File: src/rtl/sat_pkg.sv
// sat_pkg
// Shared encodings for the SAT clause datapath.
//   VAR_*        : two-bit variable value as carried on the variable-value bus
//   LIT_*        : two-bit literal polarity held per clause slot
//   slot_class_e : per-slot classification produced by the stage-1 classifier
//   classify_slot: maps (polarity, variable value) onto a slot class
package sat_pkg;

   localparam logic [1:0] VAR_FREE  = 2'b00;
   localparam logic [1:0] VAR_FALSE = 2'b01;
   localparam logic [1:0] VAR_TRUE  = 2'b10;
   localparam logic [1:0] VAR_CONF  = 2'b11;

   localparam logic [1:0] LIT_ABSENT = 2'b00;
   localparam logic [1:0] LIT_NEG    = 2'b01;
   localparam logic [1:0] LIT_POS    = 2'b10;

   typedef enum logic [2:0] {
      ABSENT = 3'd0,
      FREE   = 3'd1,
      FALSE  = 3'd2,
      TRUE   = 3'd3,
      CONF   = 3'd4
   } slot_class_e;

   // An absent slot (including the 11 polarity code) never contributes, so it
   // is checked before the variable value is looked at.
   function automatic slot_class_e classify_slot(input logic [1:0] pol,
                                                 input logic [1:0] val);
      slot_class_e cls;
      cls = ABSENT;
      if (pol == LIT_POS || pol == LIT_NEG) begin
         if (val == VAR_FREE) begin
            cls = FREE;
         end else if (val == VAR_CONF) begin
            cls = CONF;
         end else if ((pol == LIT_POS && val == VAR_TRUE) ||
                      (pol == LIT_NEG && val == VAR_FALSE)) begin
            cls = TRUE;
         end else begin
            cls = FALSE;
         end
      end
      return cls;
   endfunction

endpackage

File: src/rtl/lit_slot.sv
// lit_slot
// One literal slot of a clause row: holds the slot's polarity and registers
// the stage-1 classification of that literal against the variable value.
// Ports:
//   clk, rst     : clock, synchronous active-high reset
//   clr_i        : mark this slot absent (wins over wr_i)
//   wr_i         : write polarity when wr_idx_i addresses this slot
//   wr_idx_i     : slot index being written
//   wr_lit_i     : polarity to write (11 stored as absent)
//   eval_i       : capture a classification this cycle
//   var_value_i  : this slot's variable value
//   class_o      : registered slot class (slot_class_e encoding)
//   pos_o        : registered "slot was positive" flag, for the implied value
module lit_slot
   import sat_pkg::*;
#(
   parameter int IDX_W    = 3,
   parameter int SLOT_IDX = 0
) (
   input  logic             clk,
   input  logic             rst,
   input  logic             clr_i,
   input  logic             wr_i,
   input  logic [IDX_W-1:0] wr_idx_i,
   input  logic [1:0]       wr_lit_i,
   input  logic             eval_i,
   input  logic [1:0]       var_value_i,
   output logic [2:0]       class_o,
   output logic             pos_o
);

   logic [1:0]  pol_q;
   slot_class_e class_q;
   logic        pos_q;
   logic        wr_hit;

   assign wr_hit = wr_i && (wr_idx_i == IDX_W'(SLOT_IDX));

   // Polarity register; the undefined 11 code is normalised to absent so the
   // classifier only ever sees the three legal encodings.
   always_ff @(posedge clk) begin
      if (rst) begin
         pol_q <= LIT_ABSENT;
      end else if (clr_i) begin
         pol_q <= LIT_ABSENT;
      end else if (wr_hit) begin
         if (wr_lit_i == LIT_POS || wr_lit_i == LIT_NEG) begin
            pol_q <= wr_lit_i;
         end else begin
            pol_q <= LIT_ABSENT;
         end
      end
   end

   // Stage 1 reads the polarity register before a same-cycle write lands, so
   // an eval alongside a write classifies against the old polarity.
   always_ff @(posedge clk) begin
      if (rst) begin
         class_q <= ABSENT;
         pos_q   <= 1'b0;
      end else if (eval_i) begin
         class_q <= classify_slot(pol_q, var_value_i);
         pos_q   <= (pol_q == LIT_POS);
      end
   end

   assign class_o = class_q;
   assign pos_o   = pos_q;

endmodule

File: src/rtl/clause_cell_n.sv
// clause_cell_n
// N-literal clause evaluator. Stage 1 (lit_slot instances) classifies each
// slot; stage 2 reduces the classes into free count, satisfied, conflict and
// a unit-implication request with a hold-until-ack handshake.
// Ports:
//   clk, rst              : clock, synchronous active-high reset
//   clr_i, wr_i, wr_idx_i, wr_lit_i : slot polarity maintenance
//   var_value_i           : 2 bits per slot of current variable values
//   eval_i                : start an evaluation (pipelined, one per cycle)
//   done_o                : one-cycle pulse, results valid (eval + 2)
//   freelitcnt_o, clausesat_o, cclause_o : held clause results
//   imp_valid_o, imp_idx_o, imp_value_o  : unit implication request
//   imp_ack_i             : arbiter accepted the implication
module clause_cell_n
   import sat_pkg::*;
#(
   parameter int NUM_LITS = 8,
   parameter int IDX_W    = $clog2(NUM_LITS),
   parameter int CNT_W    = $clog2(NUM_LITS + 1)
) (
   input  logic                  clk,
   input  logic                  rst,
   input  logic                  clr_i,
   input  logic                  wr_i,
   input  logic [IDX_W-1:0]      wr_idx_i,
   input  logic [1:0]            wr_lit_i,
   input  logic [2*NUM_LITS-1:0] var_value_i,
   input  logic                  eval_i,
   output logic                  done_o,
   output logic [CNT_W-1:0]      freelitcnt_o,
   output logic                  clausesat_o,
   output logic                  cclause_o,
   output logic                  imp_valid_o,
   output logic [IDX_W-1:0]      imp_idx_o,
   output logic [1:0]            imp_value_o,
   input  logic                  imp_ack_i
);

   logic [2:0]          slot_cls [NUM_LITS];
   logic [NUM_LITS-1:0] slot_pos;
   logic                eval_q;

   for (genvar g = 0; g < NUM_LITS; g++) begin : g_slot
      lit_slot #(
         .IDX_W   (IDX_W),
         .SLOT_IDX(g)
      ) u_slot (
         .clk        (clk),
         .rst        (rst),
         .clr_i      (clr_i),
         .wr_i       (wr_i),
         .wr_idx_i   (wr_idx_i),
         .wr_lit_i   (wr_lit_i),
         .eval_i     (eval_i),
         .var_value_i(var_value_i[2*g +: 2]),
         .class_o    (slot_cls[g]),
         .pos_o      (slot_pos[g])
      );
   end

   logic             any_true;
   logic             any_conf;
   logic             any_present;
   logic [CNT_W-1:0] free_cnt;
   logic             found_free;
   logic [IDX_W-1:0] first_free;
   logic             first_pos;
   logic             cclause_c;
   logic             unit_c;

   // Stage-2 reduction: popcount of free slots plus a lowest-index encoder;
   // the encoder result only matters when exactly one slot is free.
   always_comb begin
      any_true    = 1'b0;
      any_conf    = 1'b0;
      any_present = 1'b0;
      free_cnt    = '0;
      found_free  = 1'b0;
      first_free  = '0;
      first_pos   = 1'b0;
      for (int i = 0; i < NUM_LITS; i++) begin
         if (slot_cls[i] != ABSENT) begin
            any_present = 1'b1;
         end
         if (slot_cls[i] == TRUE) begin
            any_true = 1'b1;
         end
         if (slot_cls[i] == CONF) begin
            any_conf = 1'b1;
         end
         if (slot_cls[i] == FREE) begin
            free_cnt = free_cnt + CNT_W'(1);
            if (!found_free) begin
               found_free = 1'b1;
               first_free = IDX_W'(i);
               first_pos  = slot_pos[i];
            end
         end
      end
      cclause_c = any_conf || (any_present && !any_true && (free_cnt == '0));
      unit_c    = !any_true && !cclause_c && (free_cnt == CNT_W'(1));
   end

   // Stage-2 result registers. A completing evaluation overrides a same-cycle
   // ack or clear; the implication target only changes when a new one is
   // raised, which keeps it stable while imp_valid_o is up.
   always_ff @(posedge clk) begin
      if (rst) begin
         eval_q       <= 1'b0;
         done_o       <= 1'b0;
         freelitcnt_o <= '0;
         clausesat_o  <= 1'b0;
         cclause_o    <= 1'b0;
         imp_valid_o  <= 1'b0;
         imp_idx_o    <= '0;
         imp_value_o  <= 2'b00;
      end else begin
         eval_q <= eval_i;
         done_o <= eval_q;
         if (eval_q) begin
            freelitcnt_o <= free_cnt;
            clausesat_o  <= any_true;
            cclause_o    <= cclause_c;
            if (unit_c) begin
               imp_valid_o <= 1'b1;
               imp_idx_o   <= first_free;
               imp_value_o <= first_pos ? VAR_TRUE : VAR_FALSE;
            end else begin
               imp_valid_o <= 1'b0;
            end
         end else if (clr_i || imp_ack_i) begin
            imp_valid_o <= 1'b0;
         end
      end
   end

endmodule

File: config.mk
export PLATFORM = sky130hd
export DESIGN_NAME = clause_cell_n
export DESIGN_NICKNAME = d
export VERILOG_FILES = /design/src/rtl/sat_pkg.sv /design/src/rtl/lit_slot.sv /design/src/rtl/clause_cell_n.sv
export SDC_FILE = /design/constraint.sdc
export NUM_CORES = 1
export LEC_CHECK = 0
export ABC_AREA = 1
export CAP_MARGIN = 20
export CORE_ASPECT_RATIO = 1.1
export CORE_MARGIN = 4
export CORE_UTILIZATION = 55
export DETAILED_ROUTE_END_ITERATION = 8
export PLACE_DENSITY = 0.83
export SLEW_MARGIN = 0
export SYNTH_ARGS = -nofsm -noshare
export SYNTH_HDL_FRONTEND = slang
export SYNTH_SLANG_ARGS = --single-unit
File: constraint.sdc
create_clock -name clk -period 11.2 [get_ports clk]
set_clock_uncertainty 0.05 [all_clocks]
set_input_delay 1.68 -clock clk [delete_from_list [all_inputs] [get_ports clk]]
set_output_delay 1.68 -clock clk [all_outputs]
set_load 0.02 [all_outputs]
# Word-level counts from Yosys, hierarchy flattened
# Index checks and enable logic that the tools add are counted.
dict set report op_classes {
  muxes 105
  n_lt_le_gt_ge 0
  n_div 0
  add_sub_neg 7
  eq_ne 74
  n_bitwise 0
  mul 0
  reduce_logical 70
  n_shift 0
}
# cell n
set ops {}
lappend ops {{3-bit 2-to-1 mux} 36}
lappend ops {{1-bit 2-to-1 mux} 60}
lappend ops {{2-bit equality test (second input constant)} 25}
lappend ops {{3-bit equality test (second input constant)} 12}
lappend ops {{2-bit by 1-bit equality test with 1-bit output (second input constant)} 17}
lappend ops {{3-bit by 2-bit equality test with 1-bit output (second input constant)} 10}
lappend ops {{4-bit by 1-bit adder with 4-bit output (second input constant)} 7}
lappend ops {{1-bit logical AND} 28}
lappend ops {{4-bit 2-to-1 mux} 7}
lappend ops {{3-bit by 1-bit equality test with 1-bit output (second input constant)} 9}
lappend ops {{3-bit nonzero test} 8}
lappend ops {{1-bit logical OR} 19}
lappend ops {{2-bit logical NOT} 8}
lappend ops {{4-bit by 1-bit equality test with 1-bit output (second input constant)} 1}
lappend ops {{4-bit logical NOT} 1}
lappend ops {{2-bit 2-to-1 mux} 2}
lappend ops {{3-bit logical NOT} 1}
lappend ops {{1-bit logical NOT} 2}
lappend ops {{2-bit AND reduction} 1}
lappend ops {{2-bit nonzero test} 1}
lappend ops {{2-bit OR reduction} 1}
dict set report word_totals {
  ram_bits 0
  mem_count 0
  output_inout_bits 13
  latchBits 0
  reg_bits 62
  elab_cells 288
  input_bits 27
  mem_bits_ro 0
}

# Logic depth before layout (Yosys ltp)
# Gate-level depths: netlist of run 1.
dict set report depth {
  word_depth 24
  ltp_mapped 33
  mapped_depth_nobuf 33
}

# Hierarchy
# A second synthesis of run 1 with hierarchy kept.
dict set report hier_totals {
  cells_unflattened 702
  hier_area_um2 4757.1
}
# mod area_per_inst_um2 n_inst cells_each
set modules_own_cells {}
lappend modules_own_cells {clause_cell_n 1826.8 1 303}
lappend modules_own_cells {{lit_slot (g_slot[5].u_slot ...)} 364.1 2 51}
lappend modules_own_cells {{lit_slot (g_slot[1].u_slot ...)} 354.1 2 48}
lappend modules_own_cells {{lit_slot (g_slot[3].u_slot)} 380.4 1 51}
lappend modules_own_cells {{lit_slot (g_slot[0].u_slot)} 377.9 1 52}
lappend modules_own_cells {{lit_slot (g_slot[7].u_slot)} 374.1 1 48}
lappend modules_own_cells {{lit_slot (g_slot[4].u_slot)} 361.6 1 50}

# Worst setup path before layout of run 1
# OpenSTA, ideal clock, no wires.
dict set report synth_path {
  path_kind {register -> register}
  startpoint {reg g_slot[1].u_slot.class_q[0]}
  endpoint {reg imp_idx_o[1]}
  path_slack_ps 7283
  arrival_time_ps 3754
  period_less_slack_ps 3917
  n_path_buf 0
  stages_incl_launch_ff 30
  required_time_ps 11037
  path_cell_list {dfxtp_1 inv_1 nor3_1 ha_1 inv_1 nand2_2 nand2_2 inv_1 ha_1 or2_0 nand2_1 nand2_1 nand2_1 nand2_1 nand2_1 nand2_1 nand2_1 inv_1 ha_1 nand2_1 nand2_1 ha_1 nand2_1 o21ai_1 nor2_1 nand4_1 nor2_4 nand2_1 nand2_1 nor2_1}
}
dict set report synth_between {
  elab_chain_len 21
  elab_cells_between_ends 66
  cone_classes {6 x add/sub; 4 x eq/ne; 46 x mux; 10 x reduce/logical}
}
# element line
set synth_rtl {}
lappend synth_rtl {{from (decl)} lit_slot.sv:33} ;# slot_class_e class_q;
lappend synth_rtl {{from (signal assigned)} lit_slot.sv:62} ;# class_q <= classify_slot(pol_q, var_value_i);
lappend synth_rtl {{3-bit by 1-bit equality test with 1-bit output} clause_cell_n.sv:91} ;# if (slot_cls[i] == FREE) begin
lappend synth_rtl {{4-bit 2-to-1 mux} clause_cell_n.sv:91}
lappend synth_rtl {{4-bit by 1-bit adder with 4-bit output} clause_cell_n.sv:92} ;# free_cnt = free_cnt + CNT_W'(1);
lappend synth_rtl {{4-bit 2-to-1 mux} clause_cell_n.sv:91}
lappend synth_rtl {{4-bit by 1-bit adder with 4-bit output} clause_cell_n.sv:92}
lappend synth_rtl {{4-bit 2-to-1 mux} clause_cell_n.sv:91}
lappend synth_rtl {{4-bit by 1-bit adder with 4-bit output} clause_cell_n.sv:92}
lappend synth_rtl {{4-bit 2-to-1 mux} clause_cell_n.sv:91}
lappend synth_rtl {{[... 4 more ...]} n/a}
lappend synth_rtl {{4-bit by 1-bit adder with 4-bit output} clause_cell_n.sv:92}
lappend synth_rtl {{4-bit 2-to-1 mux} clause_cell_n.sv:91}
lappend synth_rtl {{4-bit logical NOT} clause_cell_n.sv:100} ;# cclause_c = any_conf || (any_present && !any_true && (free_cnt == '0));
lappend synth_rtl {{1-bit logical AND} clause_cell_n.sv:100}
lappend synth_rtl {{1-bit logical OR} clause_cell_n.sv:100}
lappend synth_rtl {{1-bit logical NOT} clause_cell_n.sv:101} ;# unit_c = !any_true && !cclause_c && (free_cnt == CNT_W'(1));
lappend synth_rtl {{1-bit logical AND (2 in series)} clause_cell_n.sv:101}
lappend synth_rtl {{2-bit AND reduction (no line)} n/a}
lappend synth_rtl {{to (signal assigned)} clause_cell_n.sv:126} ;# imp_idx_o <= first_free;
lappend synth_rtl {{to (decl)} clause_cell_n.sv:34} ;# output logic [IDX_W-1:0] imp_idx_o,
# Parallel ways exist; a longest one is shown, timed or not.
# A chain may end at the register's enable or synchronous reset.

# Final worst setup path of run 1
dict set report layout_path {
  startpoint {reg g_slot[1].u_slot.class_q[0]}
  endpoint {reg imp_idx_o[0]}
}
# The elaborated chain is that of the path after synthesis.

==> results of run 1 <==
## cell usage after synthesis (all sizes together), types with 2 or more instances
| cell | n |
|---|---|
| a21oi | 38 |
| nor3 | 9 |
| or2 | 5 |
| dfxtp | 62 |
| a211oi | 16 |
| inv | 94 |
| nor4 | 2 |
| ha | 62 |
| a221oi | 3 |
| nand4 | 10 |
| nand3 | 40 |
| nand2 | 156 |
| o21ai | 26 |
| nor2 | 90 |
| clkbuf | 11 |
| o211ai | 4 |
## power by group
| part | leakage [nW] | switching, mW | internal [mW] |
|---|---|---|---|
| clock network | 0.119 | 0.0865 | 0.144 |
| logic | 1.72 | 0.0313 | 0.0227 |
| registers | 0.503 | 0.00319 | 0.225 |
| total | 2.34 | 0.121 | 0.392 |
## per-layer routing
metal,track usage,vias up,routed length [um]
li1,-,2126,-
met4,0.0846,0,249
met5,0,-,0
met1,0.257,1876,4290
met3,0.0371,21,335
met2,0.381,95,4890
## tightest hold or removal path, cell delays in order, from the launching register on
cell     delay, ns
dfxtp_1       0.32
nand2_1       0.06
a21oi_1       0.06
## final timing paths
check,endpoint,slack [ns],depth (start not counted)
worst max-delay path,imp_idx_o[0],6.73,30
worst min-delay path,g_slot[3].u_slot.class_o[0],0.44,2
worst max register to register,imp_idx_o[0],6.73,30
worst min register to register,g_slot[3].u_slot.class_o[0],0.44,2
## cells by family after synthesis
family                     synth area share
and+or+nand+nor                       0.318
buffers and inverters                0.0949
AOI/OAI and AO/OA                     0.123
DFF                                   0.284
adders and majority gates             0.177
xor gates and xnor gates            0.00372
## final cells by class
type,count,share of cell area
Inverter,95,0.0697
Clock inverter,4,0.0149
Multi-Input combinational cell,468,0.532
Sequential cell,62,0.243
Timing Repair Buffer,41,0.0831
Clock buffer,12,0.0323
Tap cell,105,0.0257
## stage by stage
step,setup WS (ns),total power [mW],hold slack (ns)
6_report,6.73,0.513,0.438
5_1_grt,6.16,0.537,0.462
4_1_cts,6.81,0.515,0.429
3_5_place_dp,6.84,0.285,0.408
3_3_place_gp,7.01,0.283,0.408
2_1_floorplan,7.28,0.262,0.395
## sequential cells by signal, indices dropped and copies added (netlist names)
signal                 cells
eval_q                     1
cclause_o                  1
freelitcnt_o               4
done_o                     1
imp_idx_o                  3
g_slot.u_slot.class_o     24
g_slot.u_slot.pol_q       16
imp_valid_o                1
imp_value_o                2
clausesat_o                1
g_slot.u_slot.pos_o        8
==> flow_summary.yaml, run 1 <==
detailed_routing:
  drc: 0
  dr.pass1.iters: 5
  wl_per_cell_um: 12.4
  vias_per_cell: 5.23
  wl_um: 9760
  vias: 4118
  drtAntennaViolNets: 0
  drt_iter0_markers: 163
placement:
  dpl.cell_count: 770
  dp_hpwl_um: 7490
  io_buffers: 39
  routabilityCongestion: 0.894
  placed_cell_area_mm2: 0.00485
floorplanning:
  die-height_um: 102
  pin_count: 40
  die_w_um: 93.1
  core-area_mm2: 0.00760
  rows: 33
  start_util: 0.576
  dieArea_mm2: 0.00945
synthesis:
  yosysSeqAreaShare: 0.284
  synth-seq-cells: 62
  yosys-top-cells-area: "dfxtp_1 (28%), ha_1 (18%), nand2_1 (13%), inv_1 (7.9%), nor2_1 (7.3%)"
  async_flop_share: 0
  synth_top_cell_by_area: "dfxtp_1"
  syn-num-nets: 726
  synthFlopType: "dfxtp_1"
  ys_warn_count: 0
  synth_cell_type_count: 36
  syn_area_mm2: 0.00438
  netlist_instances: 637
  synth-edff-count: 0
  synth_top_area_frac: 0.284
  avgSynthCellArea_um2: 6.87
run:
  maxCapViolations: 0
timing:
  period_minus_slack_ns: 4.47
  final_max_slew_viol_count: 0
  rsz0062_at_grt: "no"
  slew_headroom: 0.477
  tightest_slew_ns: 0.779
  timing.fmax_ghz: 0.224
  setup_tns_ns: 0
  setup_viol: 0
  hold_viol: 0
  finalCritPeriodShare: 0.399
cts:
  tritoncts: "done"
  cts_hold_buf: 0
  cts_root_buffer: "clkbuf_8"
  clock_sinks: 62
  path_clk_slew_ns: 0.07
  clockBufferDepth: 2
  clock_latency_ns: 0.33
  cts_resized: 0
  cts_setup_buffers: 0
  htreeDepth: 3
  cts_buffers: 9
finish:
  fillers: 670
  multi_input_area_mm2: 0.00272
  layout.cells.most_common: "nand2_1"
  utilization: 0.674
  mostFrequentLayoutCells: "nand2_1 (146), inv_1 (92), nor2_1 (85)"
  instances_no_fill: 787
  finalInstanceArea_mm2: 0.00512
  nets: 766
  seq_area_mm2: 0.00124
  diodes: 0
  area_growth_pct: 16.9
  drive_gt1_frac: 0.0733
worst_setup_path:
  critPathSlowestCell: "nor3_1"
  cp_slowest_stage_delay_ns: 0.44
  cpMostUsedCell: "nand2_1"
  critPathMaxFanout: 5
  arrival_ns: 4.69
  crit_start: "g_slot[1].u_slot.class_o[0]"
  cp-start-kind: "flop"
  cp.required_ns: 11.42
  crit_type: "flop to flop"
  cp-end-kind: "flop"
  r2r-start: "g_slot[1].u_slot.class_o[0]"
  cp_num_buf_inv: 4
  cp_top_family: "simple AND/OR/NAND/NOR gates"
global_route:
  grt_max_degree: 42
  grt_pass1_wl_um: 16500
  antenna_found_initial: 0
  track_usage: 0.214
  grt_overflow_total: 0
  grt_pass1_vias: 3951
pwr:
  powerDensity_mw_per_mm2: 100
  p_leak_nw: 2.34
  ir_worst_vdd_mv: 0.0554
min_path:
  min_from: "g_slot[3].u_slot.class_o[0]"
  min_path_type: "flop to flop"
status:
  status: "complete, no violations"
Power figures use the tool's default switching activity.
==> inputs of run 2 (changes only) <==
--- a/config.mk
+++ b/config.mk
@@ -9,7 +9,7 @@
 export CAP_MARGIN = 20
 export CORE_ASPECT_RATIO = 1.1
 export CORE_MARGIN = 4
-export CORE_UTILIZATION = 55
+export CORE_UTILIZATION = 53
 export DETAILED_ROUTE_END_ITERATION = 8
 export PLACE_DENSITY = 0.83
 export SLEW_MARGIN = 0
==> constraint.sdc (replaced) <==
create_clock -name clk -period 4.1 [get_ports clk]
set_clock_uncertainty 0.05 [all_clocks]
set_input_delay 0.615 -clock clk [delete_from_list [all_inputs] [get_ports clk]]
set_output_delay 0.615 -clock clk [all_outputs]
set_load 0.02 [all_outputs]
==> run 2 against run 1 <==
- power rose to 2.7 times the previous value
- design area rose by 5.5%
- sequential share of layout area fell by 1.1 points
- critical path depth did not move
- register-to-register slack got worse by 6.5 ns
- clock power rose to 2.7 times the previous value
- critical path type unchanged
- count of clock-buffer cells in the layout did not move
- first-iteration DRC count rose by 35%
- sequential cell count did not move
- largest cell class unchanged
==> flow_summary.yaml, run 2 (same netlist as run 1, synthesis figures left out) <==
status:
  status: "complete, no violations"
pwr:
  combPwrFrac: 0.108
  p_leak_nw: 2.39
  power.switching_uw: 335
  ir_worst_vdd_mv: 0.179
  switching_share: 0.242
  finalPower_mw: 1.39
  clockPowerShare: 0.442
  p_int_mw: 1.05
  powerDensity_mw_per_mm2: 257
  pwr-share-seq: 0.450
worst_setup_path:
  arrival_ns: 4.14
  crit_type: "flop to flop"
  critPathMaxFanout: 4
  critPathSlowestCell: "dfxtp_2"
  crit_start: "g_slot[1].u_slot.class_o[0]"
  r2r_end: "imp_idx_o[0]"
  cpMostUsedCell: "nand2_2"
  cp.required_ns: 4.33
  cp-start-kind: "flop"
  cp-end-kind: "flop"
  rr_worst_depth: 30
  r2r_slack_ns: 0.20
  r2r-start: "g_slot[1].u_slot.class_o[0]"
  cp_slowest_stage_delay_ns: 0.34
detailed_routing:
  vias_per_cell: 5.31
  drtAntennaViolNets: 0
  dr.pass1.iters: 5
  vias: 4268
  drc: 0
  wl_um: 10600
  wl_per_cell_um: 13.2
  drt_iter0_markers: 220
timing:
  hold_viol: 0
  timing.fmax_ghz: 0.256
  final_max_slew_viol_count: 0
  finalCritPeriodShare: 0.952
  rsz0062_at_grt: "yes"
  setup_viol: 0
  tightest_slew_ns: 0.998
  period_minus_slack_ns: 3.90
  slew_headroom: 0.334
  finalWorstSetupSlack_ns: 0.198
min_path:
  worst_hold_path.endpoint: "g_slot[5].u_slot.class_o[0]"
  min_path_type: "flop to flop"
  hold_depth: 2
  min_from: "g_slot[5].u_slot.class_o[0]"
cts:
  tritoncts: "done"
  path_clk_slew_ns: 0.08
  cts_root_buffer: "clkbuf_8"
  clockBufferDepth: 2
  clock_latency_ns: 0.34
  cts_buffers: 9
  htreeDepth: 3
  clock_sinks: 62
global_route:
  grt_pass1_vias: 4052
  busiest_layer: "met2"
  grt_overflow_total: 0
  grt_pass1_wl_um: 17400
  grt_max_degree: 36
  track_usage: 0.220
  use_met2: 0.405
  met3_usage: 0.0304
  met1_usage: 0.262
  antenna_found_initial: 0
run:
  maxCapViolations: 0
floorplanning:
  pin_count: 40
  rows: 34
  die_w_um: 94.7
  die-height_um: 103
  start_util: 0.547
  core-area_mm2: 0.00800
  dieArea_mm2: 0.00978
placement:
  place_ws_ns: -0.0543
  io_buffers: 39
  dp_hpwl_um: 7780
  routabilityCongestion: 0.906
finish:
  area_growth_pct: 23.3
  largest_reg_flops: 24
  diodes: 0
  multi_input_area_mm2: 0.00290
  utilization: 0.675
  layout.cells.most_common: "nand2_1"
  fillers: 679
  seq_area_mm2: 0.00125
  drive_gt1_frac: 0.152
  nets: 781
  mostFrequentLayoutCells: "nand2_1 (130), inv_1 (86), nor2_1 (83)"
==> run 2: worst max-delay path by stage <==
stage	slack, ns	to	depth (start not counted)
6_report	0.20	imp_idx_o[0]	30
5_1_grt	-0.11	imp_idx_o[0]	30
4_1_cts	0.003	imp_idx_o[0]	30
3_5_place_dp	-0.05	imp_idx_o[0]	30
3_3_place_gp	0.12	imp_idx_o[2]	29
2_1_floorplan	0.18	imp_idx_o[1]	29
==> run 2: repair_timing <==
action	in CTS	in global routing
pin swaps	3	26
hold buffers	0	0
endpoints found under the setup margin	6	9
gates resized for setup	2	51
setup buffers	3	10
==> run 2: area by class of cell <==
class / instances / area share
Clock inverter: 3 / 0.0125
Sequential cell: 62 / 0.231
Clock buffer: 12 / 0.0287
Timing Repair Buffer: 56 / 0.0981
Multi-Input combinational cell: 468 / 0.538
Tap cell: 108 / 0.0250
Inverter: 95 / 0.0665
==> run 2: power groups by stage <==
stage          Clock (mW)  Sequential [mW]  Combinational (mW)
2_1_floorplan           0            0.639              0.0762
3_3_place_gp            0            0.636               0.137
3_5_place_dp            0            0.637               0.144
4_1_cts             0.617            0.623               0.146
5_1_grt             0.644            0.624               0.167
6_report            0.613            0.623               0.150
==> run 2: per-layer routing <==
layer	routed length, um	vias to the layer above
li1	-	2158
met2	5410	116
met1	4530	1968
met4	241	0
met3	396	26
met5	0	-
==> run 2: through the flow <==
step / hold slack (ns) / area (um^2) / std cells / setup TNS (ns)
final: 0.425 / 5400 / 804 / 0
after global routing: 0.450 / 5400 / 804 / -0.268
after CTS: 0.426 / 5130 / 794 / 0
after detailed placement: 0.417 / 4870 / 776 / -0.147
after global placement: 0.408 / 4870 / 776 / 0
after floorplan: 0.395 / 4380 / 637 / 0
==> run 2: worst max-delay path, delay by kind of cell, from the launching register on <==
kind | cells | cell delay (ns)
adders and majority gates | 4 | 0.80
and+or+nand+nor | 21 | 2.04
xor gates and xnor gates | 1 | 0.25
buffers and inverters | 4 | 0.34
DFF | 1 | 0.34
